$ cat config.mk
export PLATFORM = sky130hd
export DESIGN_NAME = alu_issue_flat
export DESIGN_NICKNAME = d
export VERILOG_FILES = /design/src/rtl/alu_issue_pkg.sv /design/src/rtl/alu_issue_if.sv /design/src/rtl/alu_issue_regfile.sv /design/src/rtl/alu_issue.sv /design/src/flat_wrapper.sv
export SDC_FILE = /design/constraint.sdc
export NUM_CORES = 1
export LEC_CHECK = 0
export BUFFER_PORTS_ARGS = -buffer_cell sky130_fd_sc_hd__clkbuf_2
export CELL_PAD_IN_SITES_DETAIL_PLACEMENT = 1
export CELL_PAD_IN_SITES_GLOBAL_PLACEMENT = 1
export CORE_MARGIN = 2
export CORE_UTILIZATION = 35
export CTS_CLUSTER_DIAMETER = 30
export DETAILED_ROUTE_END_ITERATION = 6
export PLACE_DENSITY_LB_ADDON = 0.1
export SLEW_MARGIN = 20
export SYNTH_ARGS = -nofsm -noshare
export SYNTH_HDL_FRONTEND = slang
export SYNTH_SLANG_ARGS = --single-unit
export TNS_END_PERCENT = 1
$ cat constraint.sdc
create_clock -name clk -period 1.7 [get_ports clk]
set_clock_uncertainty 0.2 [all_clocks]
set_input_delay 0.085 -clock clk [delete_from_list [all_inputs] [get_ports clk]]
set_output_delay 0.085 -clock clk [all_outputs]
set_load 0.01 [all_outputs]
$ cat src/rtl/alu_issue_pkg.sv
// Shared constants, operation-word field positions and FSM state type for the
// ALU issue/writeback stage.
package alu_issue_pkg;

   localparam int DATA_W = 8;
   localparam int OPC_W  = 3;
   localparam int ADDR_W = 3;
   localparam int CC_W   = 4;
   localparam int WORD_W = 16;
   localparam int IMM_W  = 6;

   localparam logic [OPC_W-1:0] OP_CMP = 3'b111;

   localparam int OPC_HI  = 15;
   localparam int OPC_LO  = 13;
   localparam int RD_HI   = 12;
   localparam int RD_LO   = 10;
   localparam int RA_HI   = 9;
   localparam int RA_LO   = 7;
   localparam int IMM_SEL = 6;
   localparam int RB_HI   = 5;
   localparam int RB_LO   = 3;
   localparam int IMM_HI  = 5;
   localparam int IMM_LO  = 0;

   typedef enum logic {
      IDLE = 1'b0,
      EXEC = 1'b1
   } state_t;

   function automatic logic [DATA_W-1:0] zext_imm(input logic [IMM_W-1:0] imm);
      return {{(DATA_W-IMM_W){1'b0}}, imm};
   endfunction

endpackage

$ cat src/rtl/alu_issue_if.sv
// Operation-word handshake plus the operand/result bus to the external ALU.
// The slave side is the issue stage; the master side is the surrounding environment.
interface alu_issue_if;
   import alu_issue_pkg::*;

   logic                in_valid;
   logic                in_ready;
   logic [WORD_W-1:0]   in_op;
   logic [DATA_W-1:0]   alu_a;
   logic [DATA_W-1:0]   alu_b;
   logic [OPC_W-1:0]    alu_n;
   logic [DATA_W-1:0]   alu_r;
   logic [CC_W-1:0]     alu_cc;

   modport master (
      output in_valid, in_op, alu_r, alu_cc,
      input  in_ready, alu_a, alu_b, alu_n
   );

   modport slave (
      input  in_valid, in_op, alu_r, alu_cc,
      output in_ready, alu_a, alu_b, alu_n
   );

endinterface

$ cat src/rtl/alu_issue_regfile.sv
// 8x8 register file: two async operand read ports, one async debug port,
// one synchronous write port; r0 reads as zero and ignores writes.
module alu_issue_regfile
   import alu_issue_pkg::*;
#(
   parameter int NREGS = 8
) (
   input  logic              clk,
   input  logic              rst_n,
   input  logic [ADDR_W-1:0] ra_addr,
   output logic [DATA_W-1:0] ra_data,
   input  logic [ADDR_W-1:0] rb_addr,
   output logic [DATA_W-1:0] rb_data,
   input  logic [ADDR_W-1:0] dbg_addr,
   output logic [DATA_W-1:0] dbg_data,
   input  logic              we,
   input  logic [ADDR_W-1:0] wa,
   input  logic [DATA_W-1:0] wd
);

   logic [DATA_W-1:0] mem [NREGS];

   always_ff @(posedge clk or negedge rst_n) begin
      if (!rst_n) begin
         for (int i = 0; i < NREGS; i++) begin
            mem[i] <= '0;
         end
      end else if (we && (wa != '0)) begin
         mem[wa] <= wd;
      end
   end

   assign ra_data  = (ra_addr  == '0) ? '0 : mem[ra_addr];
   assign rb_data  = (rb_addr  == '0) ? '0 : mem[rb_addr];
   assign dbg_data = (dbg_addr == '0) ? '0 : mem[dbg_addr];

endmodule

$ cat src/rtl/alu_issue.sv
// Issue and writeback stage around the 8-bit combinational ALU.
// Define ALU_ISSUE_BYPASS_EN for back-to-back issue with alu_r operand forwarding.
module alu_issue
   import alu_issue_pkg::*;
#(
   parameter int NREGS = 8
) (
   input  logic              clk,
   input  logic              rst_n,
   alu_issue_if.slave        bus,
   output logic              wb_valid,
   output logic [ADDR_W-1:0] wb_addr,
   output logic [DATA_W-1:0] wb_data,
   output logic [CC_W-1:0]   flags,
   input  logic [ADDR_W-1:0] dbg_addr,
   output logic [DATA_W-1:0] dbg_data
);

   state_t            state, state_nxt;
   logic              accept;
   logic              wr_en;
   logic              fwd_a, fwd_b;

   logic [OPC_W-1:0]  opc_p0;
   logic [ADDR_W-1:0] rd_p0, ra_p0, rb_p0;
   logic              imm_sel_p0;
   logic [DATA_W-1:0] imm_p0;
   logic [DATA_W-1:0] ra_data, rb_data;
   logic [DATA_W-1:0] opa_p0, opb_p0;

   logic [ADDR_W-1:0] rd_p1;

   // Decode of the incoming operation word
   assign opc_p0     = bus.in_op[OPC_HI:OPC_LO];
   assign rd_p0      = bus.in_op[RD_HI:RD_LO];
   assign ra_p0      = bus.in_op[RA_HI:RA_LO];
   assign rb_p0      = bus.in_op[RB_HI:RB_LO];
   assign imm_sel_p0 = bus.in_op[IMM_SEL];
   assign imm_p0     = zext_imm(bus.in_op[IMM_HI:IMM_LO]);

   assign accept = bus.in_valid && bus.in_ready;
   assign wr_en  = (state == EXEC) && (bus.alu_n != OP_CMP);

   alu_issue_regfile #(.NREGS(NREGS)) u_regfile (
      .clk      (clk),
      .rst_n    (rst_n),
      .ra_addr  (ra_p0),
      .ra_data  (ra_data),
      .rb_addr  (rb_p0),
      .rb_data  (rb_data),
      .dbg_addr (dbg_addr),
      .dbg_data (dbg_data),
      .we       (wr_en),
      .wa       (rd_p1),
      .wd       (bus.alu_r)
   );

`ifdef ALU_ISSUE_BYPASS_EN
   // The in-flight result is still on alu_r; its register is written on this same edge
   assign fwd_a = wr_en && (rd_p1 != '0) && (ra_p0 == rd_p1);
   assign fwd_b = wr_en && (rd_p1 != '0) && (rb_p0 == rd_p1);
`else
   assign fwd_a = 1'b0;
   assign fwd_b = 1'b0;
`endif

   assign opa_p0 = fwd_a ? bus.alu_r : ra_data;
   assign opb_p0 = imm_sel_p0 ? imm_p0 : (fwd_b ? bus.alu_r : rb_data);

   always_ff @(posedge clk or negedge rst_n) begin
      if (!rst_n) begin
         state <= IDLE;
      end else begin
         state <= state_nxt;
      end
   end

   // Accept in EXEC is only possible with bypass, so one rule covers both builds
   always_comb begin
      state_nxt = state;
      case (state)
         IDLE:    if (accept) state_nxt = EXEC;
         EXEC:    state_nxt = accept ? EXEC : IDLE;
         default: state_nxt = IDLE;
      endcase
   end

   always_comb begin
      bus.in_ready = 1'b0;
      if (rst_n) begin
`ifdef ALU_ISSUE_BYPASS_EN
         bus.in_ready = 1'b1;
`else
         bus.in_ready = (state == IDLE);
`endif
      end
   end

   // p0 -> p1: operands and opcode registered into the ALU
   always_ff @(posedge clk or negedge rst_n) begin
      if (!rst_n) begin
         bus.alu_a <= '0;
         bus.alu_b <= '0;
         bus.alu_n <= '0;
         rd_p1     <= '0;
      end else if (accept) begin
         bus.alu_a <= opa_p0;
         bus.alu_b <= opb_p0;
         bus.alu_n <= opc_p0;
         rd_p1     <= rd_p0;
      end
   end

   // p1 -> writeback: result, destination and condition codes captured
   always_ff @(posedge clk or negedge rst_n) begin
      if (!rst_n) begin
         wb_valid <= 1'b0;
         wb_addr  <= '0;
         wb_data  <= '0;
         flags    <= '0;
      end else begin
         wb_valid <= wr_en;
         if (wr_en) begin
            wb_addr <= rd_p1;
            wb_data <= bus.alu_r;
         end
         if (state == EXEC) begin
            flags <= bus.alu_cc;
         end
      end
   end

endmodule

$ cat src/flat_wrapper.sv
// flat-port wrapper written by rule: the top's interface ports become plain ports
module alu_issue_flat import alu_issue_pkg::*;
#(
   parameter int NREGS = 8
)
  (clk, rst_n, wb_valid, wb_addr, wb_data, flags, dbg_addr, dbg_data, bus_in_valid, bus_in_op, bus_alu_r, bus_alu_cc, bus_in_ready, bus_alu_a, bus_alu_b, bus_alu_n);
  alu_issue_if bus_i ();
  input  logic clk;
  input  logic rst_n;
  output logic wb_valid;
  output logic [ADDR_W-1:0] wb_addr;
  output logic [DATA_W-1:0] wb_data;
  output logic [CC_W-1:0] flags;
  input  logic [ADDR_W-1:0] dbg_addr;
  output logic [DATA_W-1:0] dbg_data;
  input wire logic [$bits(bus_i.in_valid)-1:0] bus_in_valid;
  input wire logic [$bits(bus_i.in_op)-1:0] bus_in_op;
  input wire logic [$bits(bus_i.alu_r)-1:0] bus_alu_r;
  input wire logic [$bits(bus_i.alu_cc)-1:0] bus_alu_cc;
  output wire logic [$bits(bus_i.in_ready)-1:0] bus_in_ready;
  output wire logic [$bits(bus_i.alu_a)-1:0] bus_alu_a;
  output wire logic [$bits(bus_i.alu_b)-1:0] bus_alu_b;
  output wire logic [$bits(bus_i.alu_n)-1:0] bus_alu_n;
  assign bus_i.in_valid = bus_in_valid;
  assign bus_i.in_op = bus_in_op;
  assign bus_i.alu_r = bus_alu_r;
  assign bus_i.alu_cc = bus_alu_cc;
  assign bus_in_ready = bus_i.in_ready;
  assign bus_alu_a = bus_i.alu_a;
  assign bus_alu_b = bus_i.alu_b;
  assign bus_alu_n = bus_i.alu_n;
  alu_issue #(.NREGS(NREGS)) u_core (.clk(clk), .rst_n(rst_n), .bus(bus_i), .wb_valid(wb_valid), .wb_addr(wb_addr), .wb_data(wb_data), .flags(flags), .dbg_addr(dbg_addr), .dbg_data(dbg_data));
endmodule
==> impl_metrics.yaml <==
outcome:
  status: "finished with violations"
  violations: "setup timing"
pwr:
  p_int_uw: 5910
  seq_power_share_pct: 44.9
  p_sw_share_pct: 32.7
  leakage_uw: 0.00325
  clockPowerShare_pct: 22.2
  p_per_area_mw_per_mm2: 1260
  combPwrFrac_pct: 32.9
  total_power_uw: 8780
  peakVddDrop_mv: 0.661
  net-switching-power_uw: 2870
logic_synthesis:
  yosys.area_share.adder_pct: 0
  syn_inst: 463
  synthSimpleGateAreaFrac_pct: 10.4
  ys_ff_latch: 103
  async_flop_share_pct: 100
  synthFlopType: "dfrtp_1"
  synth-xor-area-share_pct: 0
  synthesis.area_mm2: 0.00543
  seq_area_frac_synth_pct: 47.5
  yosysWarnings: 0
  syn-num-nets: 497
  ys_types: 40
  synth_top_family_by_area: "multiplexers"
  synth_compound_area_share_pct: 9.45
  synth_edf_count: 0
  synth.avg_cell_area_um2: 11.7
  synth_mux_area_share_pct: 28.5
clock_tree:
  cts_sinks: 103
  insertion_delay_ns: 0.35
  clkTransAtPathRegs_ns: 0.07
  htreeDepth: 3
  clockBufferDepth: 2
  cts-root-buf: "clkbuf_16"
  cts_buffers: 9
  cts_tree: "yes"
floorplan:
  std_cell_rows: 45
  start_util_pct: 35.7
  dieArea_mm2: 0.0165
  fp.dieH_um: 129
  fp.coreArea_mm2: 0.0152
  die_w_um: 129
  ios: 78
finish:
  nets: 629
  drive_gt1_share_pct: 44.4
  final_cell_area_mm2: 0.00697
  fillerInstances: 1651
  area_delta_synth_final_pct: 28.4
  instances_no_fill: 787
  diodes: 0
  final_util_pct: 45.8
  final_cell_mix: "dfrtp_1, clkbuf_2, nand2_1"
  final_common_cell: "dfrtp_1"
critical_path:
  timing.rr.start: "u_core.bus.alu_n[1]"
  slowest_stage: "mux4_2"
  cp-startpoint: "u_core.u_regfile.mem[40]"
  cp_cell_sequence: "mux4_2 > nor2_2 > a221oi_2 > clkbuf_2"
  cp-start-kind: "flip-flop"
  cp.required_ns: 1.41
  cpLargestDelayFamily: "multiplexers"
  cp.buffers_inverters: 1
  critPathCaptureType: "output pin"
  r2r_cells: 5
  critPathMaxFanout: 4
  arrival_ns: 1.63
  max_stage_delay_ns: 0.50
  worstSetupPathDepth: 4
  crit_type: "reg2out"
placement:
  dp_hpwl_um: 12500
  dp.cells: 742
  place_area_mm2: 0.00629
  place_congestion: 0.823
  io_buffers: 77
global_route:
  grt_pass1_wl_um: 27400
  grt_pass1_vias: 4599
  grt_overflow: 0
  grt_max_degree: 104
  grt_use_total_pct: 22.4
  antenna_found_initial: 0
sta:
  finalCritPeriodShare_pct: 112
  worst_pin_slew_ns: 0.739
  worst_slack_ns: -0.212
  setup_violations: 56
  max_freq_ghz: 0.523
  slew_viol_final: 0
  hold_viol_final: 0
  grt_setup_unrepaired: "true"
  relSlewSlack_pct: 50.8
  period_needed_ns: 1.91
detailed_routing:
  drt_iter0_markers: 223
  routed_wl_um: 17800
  routed_via_density: 5.42
  first_pass_iters: 4
  wl_per_cell_um: 22.6
  dr_total_vias: 4268
  ant_nets: 0
  drc: 0
worst_hold_path:
  hp-start: "bus_in_op[4]"
  worstHoldPathCells: 4
  hold_class: "in2reg"
job:
  maxCapViolations: 0
## metal layers
| layer | share of wire [%] | vias up | GRT usage, % |
|---|---|---|---|
| li1 | - | 1947 | - |
| met1 | 46 | 2194 | 30.6 |
| met2 | 49 | 104 | 37.1 |
| met3 | 3.4 | 23 | 2.62 |
| met4 | 2.1 | 0 | 7.86 |
| met5 | 0 | - | 0 |
## cell type report
class	instances	area [um^2]	share of cell area (%)
well taps	188	235	3.38
repair buffers	160	1160	16.6
clock inverters	1	5.00	0.0719
multi-input cells	316	2710	38.9
clock buffers	14	254	3.65
inverters	5	22.5	0.323
flip-flops and latches	103	2580	37.0
## metrics by stage
stage / hold slack [ns] / setup TNS, ns / worst slack, ns
2_1_floorplan: -0.411 / -3.28 / -0.140
3_5_place_dp: 0.0362 / -10.50 / -0.216
5_1_grt: 0.0627 / -9.79 / -0.269
4_1_cts: 0.0222 / -6.49 / -0.220
3_3_place_gp: 0.0312 / -8.16 / -0.190
6_report: 0.0389 / -5.99 / -0.212
## worst register-to-register path, delay by kind of cell (launching register included)
kind | cells | cell delay [ns]
simple gates | 3 | 0.68
flops | 1 | 0.39
mux | 1 | 0.30
buf+inv | 1 | 0.17
## Yosys cell counts (4+ instances only)
cell | count | area share (%)
a21oi_1 | 8 | 0.74
a221oi_1 | 15 | 2.4
buf_2 | 13 | 1.2
buf_6 | 4 | 0.83
clkbuf_1 | 19 | 1.3
dfrtp_1 | 103 | 47
inv_1 | 4 | 0.28
mux2_2 | 68 | 14
mux2_4 | 16 | 4.4
mux2i_1 | 25 | 4.6
mux4_2 | 13 | 5.4
nand2_1 | 69 | 4.8
nand3_1 | 4 | 0.37
nor2_1 | 17 | 1.2
nor2b_1 | 14 | 1.6
o21ai_0 | 18 | 1.7
o22ai_1 | 4 | 0.46
o31ai_1 | 5 | 0.69
o41ai_1 | 4 | 0.65
## registers in the layout, summed over array words and instances (netlist names)
register              cells
u_core.u_regfile.mem     64
u_core.bus.alu_a          8
u_core.bus.alu_b          8
u_core.wb_data            8
u_core.flags              4
u_core.bus.alu_n          3
u_core.rd_p1              3
u_core.wb_addr            3
u_core.state              1
u_core.wb_valid           1
## power by group through the flow
stage          Clock, uW  Sequential (uW)  Combinational [uW]
5_1_grt             2110             4040                3150
4_1_cts             2000             3930                2900
6_report            1950             3950                2890
3_5_place_dp           0             4000                2630
3_3_place_gp           0             3970                2560
2_1_floorplan          0             3790                1760
## path summary, 6_finish.rpt
path / endpoint / slack (ns)
max: dbg_data[0] / -0.21
max reg2reg: u_core.u_regfile.mem[51] / -0.16
min: u_core.bus.alu_b[1] / 0.04
min reg2reg: u_core.u_regfile.mem[58] / 0.18
min in group asynchronous: u_core.bus.alu_a[7] / 0.18
max in group asynchronous: u_core.wb_data[4] / 0.63
## what timing repair did
item / CTS / global route
resized for setup: 23 / 12
hold buffers: 24 / 0
pin swaps: 2 / 1
setup endpoints to repair: 73 / 84
hold endpoints to repair: 183 / 0
buffers inserted: 6 / 0
## cells by family (layout without fill, tap and decap cells)
logic type,count (synthesis),in the layout
multiplexers,122,122
AND/OR/NAND/NOR,121,121
flip-flops,103,103
AO/OA/AOI/OAI,73,73
buffers and inverters,44,180
(Power assumes the default switching activity.)
